<file path="config.mk">
export PLATFORM = sky130hd
export DESIGN_NAME = adder49_arbiter_flat
export DESIGN_NICKNAME = d
export VERILOG_FILES = /design/src/rtl/adder49_arbiter_pkg.sv /design/src/rtl/adder49_arbiter_if.sv /design/src/rtl/adder49_arbiter_adder.sv /design/src/rtl/adder49_arbiter.sv /design/src/flat_wrapper.sv
export SDC_FILE = /design/constraint.sdc
export NUM_CORES = 1
export LEC_CHECK = 0
export BUFFER_PORTS_ARGS = -buffer_cell sky130_fd_sc_hd__buf_2
export CAP_MARGIN = 20
export CORE_AREA = 10 10 147 149
export CTS_CLUSTER_DIAMETER = 60
export DETAILED_ROUTE_END_ITERATION = 6
export DIE_AREA = 0 0 157 159
export GPL_TIMING_DRIVEN = 0
export PLACE_DENSITY = 0.68
export RECOVER_POWER = 50
export SLEW_MARGIN = 20
export SYNTH_ARGS = -nofsm -noshare
export SYNTH_HDL_FRONTEND = slang
export SYNTH_SLANG_ARGS = --single-unit
</file>
<file path="constraint.sdc">
create_clock -name clk -period 10.02 [get_ports clk]
set_clock_uncertainty 0.1 [all_clocks]
set_input_delay 2.004 -clock clk [delete_from_list [all_inputs] [get_ports clk]]
set_output_delay 2.004 -clock clk [all_outputs]
set_load 0.05 [all_outputs]
</file>
<file path="src/rtl/adder49_arbiter_pkg.sv">
// Shared widths, FSM state encoding and operand bundle for the adder arbiter.
// Operand B is narrower than A and is zero-extended before the add.
package adder49_arbiter_pkg;

    localparam int A_W   = 49;
    localparam int B_W   = 34;
    localparam int SUM_W = 50;

    typedef logic [0:0] state_t;

    localparam state_t ST_IDLE = 1'b0;
    localparam state_t ST_FULL = 1'b1;

    typedef struct packed {
        logic [A_W-1:0] a;
        logic [B_W-1:0] b;
    } opnd_t;

endpackage

</file>
<file path="src/rtl/adder49_arbiter_if.sv">
// Request/response bundle between requesters, the consumer and the shared adder arbiter.
// master = requester/consumer side, slave = arbiter side.
interface adder49_arbiter_if
    import adder49_arbiter_pkg::*;
#(
    parameter int NUM_REQ = 4,
    parameter int ID_W    = 2
);
    logic [NUM_REQ-1:0]     req_valid;
    logic [NUM_REQ*A_W-1:0] req_a;
    logic [NUM_REQ*B_W-1:0] req_b;
    logic [NUM_REQ-1:0]     req_ready;
    logic                   rsp_valid;
    logic                   rsp_ready;
    logic [SUM_W-1:0]       rsp_sum;
    logic [ID_W-1:0]        rsp_id;

    modport master (
        output req_valid, req_a, req_b, rsp_ready,
        input  req_ready, rsp_valid, rsp_sum, rsp_id
    );

    modport slave (
        input  req_valid, req_a, req_b, rsp_ready,
        output req_ready, rsp_valid, rsp_sum, rsp_id
    );
endinterface

</file>
<file path="src/rtl/adder49_arbiter_adder.sv">
// Existing 49-bit adder with carry-out; callers zero-extend the 34-bit operand (top 15 bits zero).
// Purely combinational, no backpressure.
module customAdder49_15
    import adder49_arbiter_pkg::*;
(
    input  logic [A_W-1:0]   a,
    input  logic [A_W-1:0]   b,
    output logic [SUM_W-1:0] sum
);
    assign sum = {1'b0, a} + {1'b0, b};
endmodule

</file>
<file path="src/rtl/adder49_arbiter.sv">
// Round-robin share of one adder among NUM_REQ requesters; result appears one cycle after grant.
// Grants only when the result register is empty or draining this cycle; holds result while rsp_ready is low.
module adder49_arbiter
    import adder49_arbiter_pkg::*;
#(
    parameter int NUM_REQ = 4,
    parameter int ID_W    = 2
) (
    input logic             clk,
    input logic             rst_n,
    adder49_arbiter_if.slave bus
);
    state_t             state;
    logic [ID_W-1:0]    rr_ptr;
    logic [ID_W-1:0]    gnt_id;
    logic [ID_W-1:0]    cand;
    logic               found;
    logic               grant_ok;
    logic               grant;
    logic [NUM_REQ-1:0] gnt_vec;
    opnd_t              opnd;
    logic [SUM_W-1:0]   sum_nxt;
    logic [SUM_W-1:0]   sum_q;
    logic [ID_W-1:0]    id_q;

    // First valid requester at or after rr_ptr, wrapping; depends only on req_valid and rr_ptr.
    always_comb begin
        found  = 1'b0;
        gnt_id = '0;
        cand   = '0;
        for (int k = 0; k < NUM_REQ; k++) begin
            if (int'(rr_ptr) + k >= NUM_REQ) begin
                cand = ID_W'(int'(rr_ptr) + k - NUM_REQ);
            end else begin
                cand = ID_W'(int'(rr_ptr) + k);
            end
            if (!found && bus.req_valid[cand]) begin
                found  = 1'b1;
                gnt_id = cand;
            end
        end
    end

    assign grant_ok = rst_n && ((state == ST_IDLE) || bus.rsp_ready);
    assign grant    = found && grant_ok;

    always_comb begin
        gnt_vec = '0;
        if (grant) begin
            gnt_vec[gnt_id] = 1'b1;
        end
    end

    assign opnd.a = bus.req_a[gnt_id*A_W +: A_W];
    assign opnd.b = bus.req_b[gnt_id*B_W +: B_W];

    customAdder49_15 u_adder (
        .a   ({{(A_W-B_W){1'b0}}, opnd.b} == '0 ? opnd.a : opnd.a),
        .b   ({{(A_W-B_W){1'b0}}, opnd.b}),
        .sum (sum_nxt)
    );

    always_ff @(posedge clk or negedge rst_n) begin
        if (!rst_n) begin
            state  <= ST_IDLE;
            rr_ptr <= '0;
            sum_q  <= '0;
            id_q   <= '0;
        end else if (grant) begin
            state  <= ST_FULL;
            sum_q  <= sum_nxt;
            id_q   <= gnt_id;
            rr_ptr <= (gnt_id == ID_W'(NUM_REQ-1)) ? '0 : gnt_id + 1'b1;
        end else if ((state == ST_FULL) && bus.rsp_ready) begin
            state <= ST_IDLE;
        end
    end

    assign bus.req_ready = gnt_vec;
    assign bus.rsp_valid = (state == ST_FULL);
    assign bus.rsp_sum   = sum_q;
    assign bus.rsp_id    = id_q;

endmodule

</file>
<file path="src/flat_wrapper.sv">
// flat-port wrapper written by rule: the top's interface ports become plain ports
module adder49_arbiter_flat import adder49_arbiter_pkg::*;
#(
    parameter int NUM_REQ = 4,
    parameter int ID_W    = 2
)
  (clk, rst_n, bus_req_valid, bus_req_a, bus_req_b, bus_rsp_ready, bus_req_ready, bus_rsp_valid, bus_rsp_sum, bus_rsp_id);
  adder49_arbiter_if #(.NUM_REQ(NUM_REQ), .ID_W(ID_W)) bus_i ();
  input logic clk;
  input logic rst_n;
  input wire logic [$bits(bus_i.req_valid)-1:0] bus_req_valid;
  input wire logic [$bits(bus_i.req_a)-1:0] bus_req_a;
  input wire logic [$bits(bus_i.req_b)-1:0] bus_req_b;
  input wire logic [$bits(bus_i.rsp_ready)-1:0] bus_rsp_ready;
  output wire logic [$bits(bus_i.req_ready)-1:0] bus_req_ready;
  output wire logic [$bits(bus_i.rsp_valid)-1:0] bus_rsp_valid;
  output wire logic [$bits(bus_i.rsp_sum)-1:0] bus_rsp_sum;
  output wire logic [$bits(bus_i.rsp_id)-1:0] bus_rsp_id;
  assign bus_i.req_valid = bus_req_valid;
  assign bus_i.req_a = bus_req_a;
  assign bus_i.req_b = bus_req_b;
  assign bus_i.rsp_ready = bus_rsp_ready;
  assign bus_req_ready = bus_i.req_ready;
  assign bus_rsp_valid = bus_i.rsp_valid;
  assign bus_rsp_sum = bus_i.rsp_sum;
  assign bus_rsp_id = bus_i.rsp_id;
  adder49_arbiter #(.NUM_REQ(NUM_REQ), .ID_W(ID_W)) u_core (.clk(clk), .rst_n(rst_n), .bus(bus_i));
endmodule
</file>
# Word-level counts from Yosys, hierarchy flattened
# Index checks and enable logic that the tools add are counted.
totals:
  ff_bits: 55
  in_bits: 339
  output_inout_bits: 57
  word_cells: 67
op_classes:
  add_sub_neg: 9
  mul: 2
  order_cmp: 10
  n_eq_ne: 1
  shifts: 2
  muxes: 26
  n_bitwise: 1
  n_reduce_logical: 12
ops:
  columns: ["op", "count"]
  rows:
  - ["variable part select 196 x 9 -> 49 bit", 1]
  - ["variable part select 136 x 9 -> 34 bit", 1]
  - ["adder 49 x 34 -> 50 bit", 1]
  - ["2-to-1 mux 2 bit", 9]
  - ["< comparator 2 x 3 -> 1 bit, second input constant", 5]
  - ["2-to-1 mux 1 bit", 11]
  - ["greater-or-equal comparator 3 bit, second input constant", 3]
  - ["binary-select mux 1 bit (select 2 bit)", 4]
  - ["multiplier 2 x 6 -> 8 bit, second input constant", 1]
  - ["subtractor 2 x 1 -> 2 bit, second input constant", 4]
  - ["logical AND 1 bit", 7]
  - ["multiplier 2 x 5 -> 7 bit, second input constant", 1]
  - ["adder 2 x 2 -> 3 bit, second input constant", 2]
  - ["2-to-1 mux 4 bit", 1]
  - ["adder 2 x 1 -> 3 bit, second input constant", 1]
  - ["greater-or-equal comparator 2 x 3 -> 1 bit, second input constant", 1]
  - ["zero test 1 bit", 3]
  - ["adder 2 x 1 -> 2 bit, second input constant", 1]
  - ["demux 1 bit (select 2 bit)", 1]
  - ["== test 2 bit, second input constant", 1]
  - ["greater-or-equal comparator 2 x 1 -> 1 bit, second input constant", 1]
  - ["nonzero test 2 bit", 1]
  - ["logical OR 1 bit", 1]
  - ["inverter 1 bit", 1]

# Longest topological paths before layout
# Gate-level depths: netlist of the first run.
logic_depth:
  word_depth: 19
  ltp_mapped: 22
  mapped_depth_nobuf: 19

# Modules after synthesis
# Synthesis of the first run repeated with hierarchy kept, for this count alone.
unflattened:
  cells_unflattened: 830
  area_unflattened_um2: 7897.6
by_module_without_submodules:
  columns: ["module", "instances", "cells_per_inst", "area_each_um2", "seq_area_each_um2"]
  rows:
  - ["adder49_arbiter", 1, 417, 5078.6, 1376.3]
  - ["customAdder49_15", 1, 413, 2819.0, 0.0]

# Worst setup path after synthesis of the first run
# Ideal clock, no wire load.
synth_path:
  path_type: "input -> register"
  startpoint: "in bus_req_valid[3]"
  endpoint: "reg u_core.sum_q[47], in the netlist u_core.bus.rsp_sum[47]"
  setup_time_ns: 0.070
  arrival_ns: 6.319
  t_required_ns: 9.850
  path_slack_ns: 3.531
  path_stages: 20
  n_path_buf: 4
  path_cell_list: "inv_1 and3_1 nor3_4 buf_6 buf_4 clkbuf_1 clkbuf_1 nand2_1 and3_1 a31oi_1 ha_1 nand2_1 o311a_1 o21ai_2 a41oi_1 o311a_1 o41ai_2 nand3_1 or3_1 nand3_1"
synth_via:
  elab_chain_cells: 15
  elab_cells_between_ends: 28
  cone_classes: "add/sub: 1; mul: 2; shift: 2; mux: 16; reduce/logical: 7"
synth_rtl:
  columns: ["item", "line_no", "rtl"]
  rows:
  - ["start: declaration", "flat_wrapper.sv:11", "input wire logic [$bits(bus_i.req_valid)-1:0] bus_req_valid;"]
  - ["binary-select mux 1 bit (select 2 bit)", "adder49_arbiter.sv:37", "if (!found && bus.req_valid[cand]) begin"]
  - ["2-to-1 mux 1 bit (not written as such)", "adder49_arbiter.sv:37", null]
  - ["2-to-1 mux 1 bit", "adder49_arbiter.sv:37", null]
  - ["zero test 1 bit", "adder49_arbiter.sv:37", null]
  - ["logical AND 1 bit", "adder49_arbiter.sv:37", null]
  - ["2-to-1 mux 1 bit", "adder49_arbiter.sv:37", null]
  - ["zero test 1 bit", "adder49_arbiter.sv:37", null]
  - ["logical AND 1 bit", "adder49_arbiter.sv:37", null]
  - ["2-to-1 mux 1 bit", "adder49_arbiter.sv:37", null]
  - ["zero test 1 bit", "adder49_arbiter.sv:37", null]
  - ["logical AND 1 bit", "adder49_arbiter.sv:37", null]
  - ["2-to-1 mux 2 bit", "adder49_arbiter.sv:37", null]
  - ["multiplier 2 x 6 -> 8 bit or multiplier 2 x 5 -> 7 bit (tied branches)", "adder49_arbiter.sv:54, adder49_arbiter.sv:55", null]
  - ["variable part select 196 x 9 -> 49 bit or variable part select 136 x 9 -> 34 bit (tied branches)", "adder49_arbiter.sv:54, adder49_arbiter.sv:55", null]
  - ["adder 49 x 34 -> 50 bit", "adder49_arbiter_adder.sv:10", "assign sum = {1'b0, a} + {1'b0, b};"]
  - ["end signal: assignment", "adder49_arbiter.sv:71", "sum_q <= sum_nxt;"]
  - ["end: declaration", "adder49_arbiter.sv:23", "logic [SUM_W-1:0] sum_q;"]
# Several ways; a longest one is shown, not always the timed one. The select of a mux whose other input is x is not followed.
# A chain may end at the register's enable or synchronous reset.

# Worst setup path in the final report of the first run
layout_path:
  startpoint: "in bus_req_valid[0]"
  endpoint: "reg u_core.sum_q[48], in the netlist u_core.bus.rsp_sum[48]"
# Same word-level chain as after synthesis.

==> results of run 1 <==
-- critical path, cell delays in order --
cell and delay, ps:
buf_2 120, a21oi_1 110, o21ai_0 80, a21oi_1 360, clkbuf_1 510, clkbuf_1 640
clkinv_1 360, clkbuf_1 400, a31oi_1 440, ha_1 300, inv_1 70, fa_1 400
nand2b_1 190, a21o_1 190, a31o_2 230, a21oi_1 290, a31oi_1 220, o21ai_1 580
nand3_1 240, or4_1 450, nand3_1 100
-- metal layers --
metal  part of all wire  GRT usage
met1               0.40      0.294
met2               0.48      0.421
met3              0.095     0.0664
met4              0.020     0.0747
met5                  0          0
-- where the power goes --
part	leakage [nW]	total (mW)	switching (mW)	internal [mW]
registers	0.674	0.368	0.0485	0.320
clock network	0.0742	0.176	0.0820	0.0937
logic	4.03	2.37	1.57	0.799
-- Yosys cell counts, types with 9 or more instances --
cell	number
xor2_1	19
mux2_2	12
and3_1	68
xnor2_1	25
a31oi_1	72
nand3_1	14
o21ai_0	65
clkbuf_1	60
a21o_1	11
and2_1	9
nand2_1	360
ha_1	38
mux2i_1	35
inv_1	12
dfrtp_1	55
a21oi_1	49
nor2_1	15
-- cell families (layout without fill, tap and decap cells) --
logic type | Yosys count | count (layout) | share of synthesized area
and+or+nand+nor | 503 | 503 | 0.330
xor gates and xnor gates | 44 | 44 | 0.0572
other | 0 | 11 | 0
muxes | 47 | 47 | 0.0720
adders and majority gates | 39 | 39 | 0.0735
DFF | 55 | 55 | 0.204
AOI/OAI and AO/OA | 238 | 238 | 0.215
buffers and inverters | 81 | 484 | 0.0484
-- final cells by class --
class	count	area (sq um)	area share
diodes	11	27.5	0.00301
plain buffers	67	274	0.0299
clock buffers	5	125	0.0137
clock inverters	3	22.5	0.00246
inverters	14	52.6	0.00574
multi-input cells	871	5040	0.551
flip-flops and latches	55	1380	0.150
well taps	234	293	0.0320
repair buffers	395	1940	0.212
-- path summary, 6_finish.rpt --
kind,startpoint,to,slack [ps],cells past startpoint
setup / recovery,bus_req_valid[0],u_core.bus.rsp_sum[48],1810,21
hold / removal,u_core.bus.rsp_sum[20],u_core.bus.rsp_sum[20],370,2
setup reg to reg,u_core.rr_ptr[1],u_core.bus.rsp_sum[48],3160,20
hold reg to reg,u_core.bus.rsp_sum[20],u_core.bus.rsp_sum[20],370,2
max in group asynchronous,rst_n,u_core.bus.rsp_sum[36],5510,1
min in group asynchronous,rst_n,u_core.rr_ptr[1],2590,1
-- registers in the layout (all words and copies together) (netlist names) --
register,flops
u_core.rr_ptr,2
u_core.bus.rsp_sum,50
u_core.bus.rsp_valid,1
u_core.bus.rsp_id,2
-- metrics by stage --
| step | util | hold slack [ps] | cells | area, sq um |
|---|---|---|---|---|
| 2_1_floorplan | - | 419 | 1007 | 6740 |
| 3_3_place_gp | 0.485 | 354 | 1636 | 9010 |
| 3_5_place_dp | 0.485 | 363 | 1636 | 9010 |
| 4_1_cts | 0.493 | 380 | 1644 | 9160 |
| 5_1_grt | 0.492 | 405 | 1655 | 9150 |
| 6_report | 0.492 | 374 | 1655 | 9150 |
-- placed cells by master (no fill, tap or decap), types with 8 or more instances in the layout --
master / Yosys / final
inv_1: 12 / 12
xor2_1: 19 / 19
a21o_1: 11 / 11
mux2i_1: 35 / 35
mux2_2: 12 / 12
nand2_1: 360 / 360
xnor2_1: 25 / 25
nand3_1: 14 / 14
a21oi_1: 49 / 49
a31oi_1: 72 / 72
buf_2: 0 / 367
and3_1: 68 / 68
nor2_1: 15 / 15
o21ai_0: 65 / 65
ha_1: 38 / 38
nand4_1: 8 / 8
dfrtp_1: 55 / 55
diode_2: 0 / 11
clkbuf_1: 60 / 88
and2_1: 9 / 9
==> out/qor.txt, run 1 <==
Status: finished with violations
Failing checks: max-capacitance violations, max-slew violations
Setup Buffers After CTS: 0
Area fraction of the dominant cell type after synthesis: 0.204
Vias in the first global route: 8668
Hold_buf cts: 0
Synthesized area: 6740 sq um
Hold Vio Cnt, Final: 0
DP HPWL: 28900 um
Max_cap viols: 1
Fin crit share: 0.819
VDD IR max: 0.0991 mV
Die H: 159 um
CTS tree: yes
Final Power: 2.91 mW
PostCTS Resize Cnt: 0
DR pass1 iterations: 5
CP startpoint kind: input port
Clk Latency, worst-skew pair: 290 ps
I/O Buffers: 395
Final WL: 33500 um
Post-synth cell types: 59
Worst Path Required: 10150 ps
CP Class: input port to flop
Largest net degree at the start of global routing: 57
Filler instances: 1954
Setup Total Neg Slack: 0 ps
Slew HR: -1.01
Critical path peak fanout: 10
Slew Viols, Final: 57
CTS clk-pin slew, worst paths: 70 ps
GP Congestion: 0.950
CTS Root Cell: clkbuf_16
Total GRT Usage: 0.247
Cell taking the most area after synthesis: dfrtp_1
Chip width: 157 um
Avg WL per Cell: 20.3 um
Setup violations, final: 0
Seq cells post-synth: 55
First-pass GRT wire length: 48800 um
Proportion of layout cells with a drive suffix above 1: 0.284
Final setup margin: 1810 ps
Register area share after synthesis: 0.204
Asr flop ratio synth: 1.00
Maximum operating frequency: 122 MHz
DR DRC count: 0
CTS H-Tree Depth: 2
Cells after Synth: 1007
Critical Path End Type: flop
Row cnt: 50
Lkg Pwr: 4.77 nW
RSZ-0062 raised after global routing: no
Drt first-iter violations: 565
Die area: 25000 sq um
Final Net Count: 1787
Worst Path Arrival: 8340 ps
Post-synth EDFFs: 0
CTS sink cnt: 55
Via Count: 8909
Synthesis Warnings: 0
Minimum clock period: 8210 ps
Effective utilization at floorplan: 0.363
Initial antenna violation count: 11
Core area: 18600 sq um
Worst hold path type: flop to flop
Pre-CTS setup slack: 1570 ps
Area growth syn-to-layout: 35.8%
Antenna Nets Post-Route: 0
Synth area leaders: dfrtp_1, nand2_1, ha_1, a31oi_1, and3_1
Power per cell area: 318 nW/um^2
Remaining global-route overflow: 0
Via-to-Cell Ratio: 5.38
CTS Buf Count: 5
Post-Syn Area per Cell: 6.69 sq um
Worst Max-Slew Pin Slew: 3020 ps
I/O pins: 396
Clock tree buffer depth: 2
Main synth FF type: dfrtp_1
Synth Net Count: 1385
(Power assumes the default switching activity.)
==> run 2, diff against run 1 <==
ABC_AREA = 1   (was default)
CORE_AREA = 10 10 146 148   (was 10 10 147 149)
DIE_AREA = 0 0 156 158   (was 0 0 157 159)
PLACE_DENSITY = 0.74   (was 0.68)
clock period = 8.3 ns   (was 10.02 ns; I/O delays follow)
==> out/qor.txt, run 2 <==
Worst hold path type: flop to flop
Row cnt: 50 (unchanged)
Worst Path Required: 8430 ps (-1720 ps)
R2R cell count: 33 (+65%)
CP startpoint kind: input port
Chip width: 156 um (-0.64%)
Post-Syn Area per Cell: 5.91 sq um (-12%)
Asr flop ratio synth: 1.00 (unchanged)
Hold Vio Cnt, Final: 0 (unchanged)
Synth area leaders: dfrtp_1, nand2_1, o21ai_0, nor2_1, ha_1
Most common cell in the netlist: nand2_1
RSZ-0062 raised after global routing: no
Pre-CTS setup slack: 1140 ps (-428 ps)
Largest net degree at the start of global routing: 57 (unchanged)
Setup crit start: bus_req_valid[1]
Cell area after layout: 9910 sq um (+8.4%)
Clock tree buffer depth: 2 (unchanged)
Hold_buf cts: 0 (unchanged)
Slowest cell on the critical path: clkbuf_1
Critical Path End Type: flop
Cell taking the most area after synthesis: dfrtp_1
Vias in the first global route: 10300 (+19%)
Register area share after synthesis: 0.183 (-0.0212)
Total GRT Usage: 0.287 (+0.0401)
Placed Cells: 1902 (+16%)
Critical path peak fanout: 10 (unchanged)
Post-synth cell types: 47 (-20%)
Antenna Nets Post-Route: 0 (unchanged)
CTS H-Tree Depth: 2 (unchanged)
Status: finished with violations
Max_cap viols: 1 (unchanged)
Effective utilization at floorplan: 0.408 (+0.0448)
Synth Net Count: 1651 (+19%)
DR DRC count: 0 (unchanged)
Main synth FF type: dfrtp_1
Placed cell area: 9790 sq um (+8.7%)
Failing checks: max-capacitance violations, max-slew violations
Setup Total Neg Slack: 0 ps (unchanged)
CTS tree: yes
CTS clk-pin slew, worst paths: 70 ps (about the same)
Synthesized area: 7520 sq um (+12%)
Reg2reg start: u_core.rr_ptr[0]
Worst hold start: u_core.bus.rsp_sum[15]
Clk Latency, worst-skew pair: 290 ps (about the same)
Setup violations, final: 0 (unchanged)
Drt first-iter violations: 839 (+48%)
Remaining global-route overflow: 0 (unchanged)
Final setup margin: 1300 ps (-511 ps)
Die H: 158 um (-0.63%)
CP dominant cell by count: nand2_1
Final Non-Filler Cells: 1917 (+16%)
Most frequent cells in the layout: buf_2, nand2_1, o21ai_0, nor2_1, inv_1
Worst Path Arrival: 7130 ps (-1210 ps)
PostCTS Resize Cnt: 0 (unchanged)
Worst Max-Slew Pin Slew: 2970 ps (-46.2 ps)
Via Count: 10500 (+18%)
Max reg flops: 50 (unchanged)
Cells after Synth: 1273 (+26%)
Synthesis Warnings: 0 (unchanged)
DP HPWL: 32000 um (+11%)
Hold path depth: 2 (unchanged)
Die area: 24600 sq um (-1.3%)
Area growth syn-to-layout: 31.8%
Final Net Count: 2053 (+15%)
Minimum clock period: 7000 ps
Core area: 18500 sq um (-0.67%)
Top post-synthesis cells by count: nand2_1, o21ai_0, nor2_1
CTS sink cnt: 55 (unchanged)
Leading cell type in the layout, fill and taps excluded: buf_2
Seq cells post-synth: 55 (unchanged)
Proportion of layout cells with a drive suffix above 1: 0.268 (-0.0152)
Slew HR: -0.982 (+0.0308)
Via-to-Cell Ratio: 5.49 (+2.1%)
Slew Viols, Final: 57 (unchanged)
Final WL: 37800 um (+13%)
Maximum operating frequency: 143 MHz
First-pass GRT wire length: 56700 um (+16%)
Worst path max stage delay: 560 ps (-80 ps)
Avg WL per Cell: 19.7 um (-2.7%)
Post-synth EDFFs: 0 (unchanged)
Setup Buffers After CTS: 0 (unchanged)
Fin crit share: 0.843
CTS Buf Count: 5 (unchanged)
Filler instances: 2003 (+2.5%)
GP Congestion: 0.968 (+1.9%)
CP Class: input port to flop
Initial antenna violation count: 9 (-2)
I/O pins: 396 (unchanged)
CTS Root Cell: clkbuf_16
I/O Buffers: 395 (unchanged)
Area fraction of the dominant cell type after synthesis: 0.183 (-0.0212)
DR pass1 iterations: 5 (unchanged)
## run 2: changes by cell type after synthesis, moves of 23 or more
cell	delta
inv_1	+99
o22ai_1	+50
nand2_1	-38
clkbuf_1	-23
and3_1	-68
nor2_1	+140
nand3_1	+48
a31oi_1	-53
o21ai_0	+95
mux2i_1	-35
nand4_1	+31
## run 2: critical path: cells and delay by family
kind	cells	cell delay [ps]
AO/OA/AOI/OAI	5	1080
adder cells (fa/ha/maj)	2	680
buffers and inverters	10	1760
AND/OR/NAND/NOR	16	1920
## run 2: final timing paths
kind / endpoint / slack, ps
min in group asynchronous: u_core.bus.rsp_sum[40] / 2230
max: u_core.bus.rsp_sum[40] / 1300
min: u_core.bus.rsp_sum[15] / 380
max in group asynchronous: u_core.bus.rsp_sum[25] / 4190
min reg2reg: u_core.bus.rsp_sum[15] / 380
max reg2reg: u_core.bus.rsp_sum[40] / 2230
## run 2: metal layers
metal  global-route usage  routed length (um)  vias up  share of wire
li1                     -                   -     5128              -
met1                0.344               14800     4788           0.39
met2                0.510               18700      539           0.50
met3               0.0488                3170       76          0.084
met4               0.0935                1020        2          0.027
met5                    0                   7        -        0.00019
## run 2: cells by family after synthesis
group,after synthesis,synth area share
compound gates,338,0.256
xor+xnor,24,0.0279
fa+ha+maj,39,0.0659
buf+inv,188,0.107
flops,55,0.183
simple gates,629,0.361
## run 2: stage by stage
stage                      util  hold slack [ps]
after floorplan               -              518
after global placement    0.531              360
after detailed placement  0.531              362
after CTS                 0.538              380
after global routing      0.537              404
final                     0.537              381
## run 2: area by class of cell
type,instances,area [sq um],share of cell area
diodes,7,17.5,0.00177
plain buffers,71,354,0.0357
well taps,234,293,0.0295
flip-flops and latches,55,1380,0.139
repair buffers,395,1940,0.196
inverters,117,448,0.0452
multi-input cells,1030,5340,0.539
clock buffers,6,129,0.0130
clock inverters,2,12.5,0.00126
Power of run 2 is left out: the tool's default activity adds up to more than one toggle a clock period on the data nets, which glitch-free logic cannot reach.
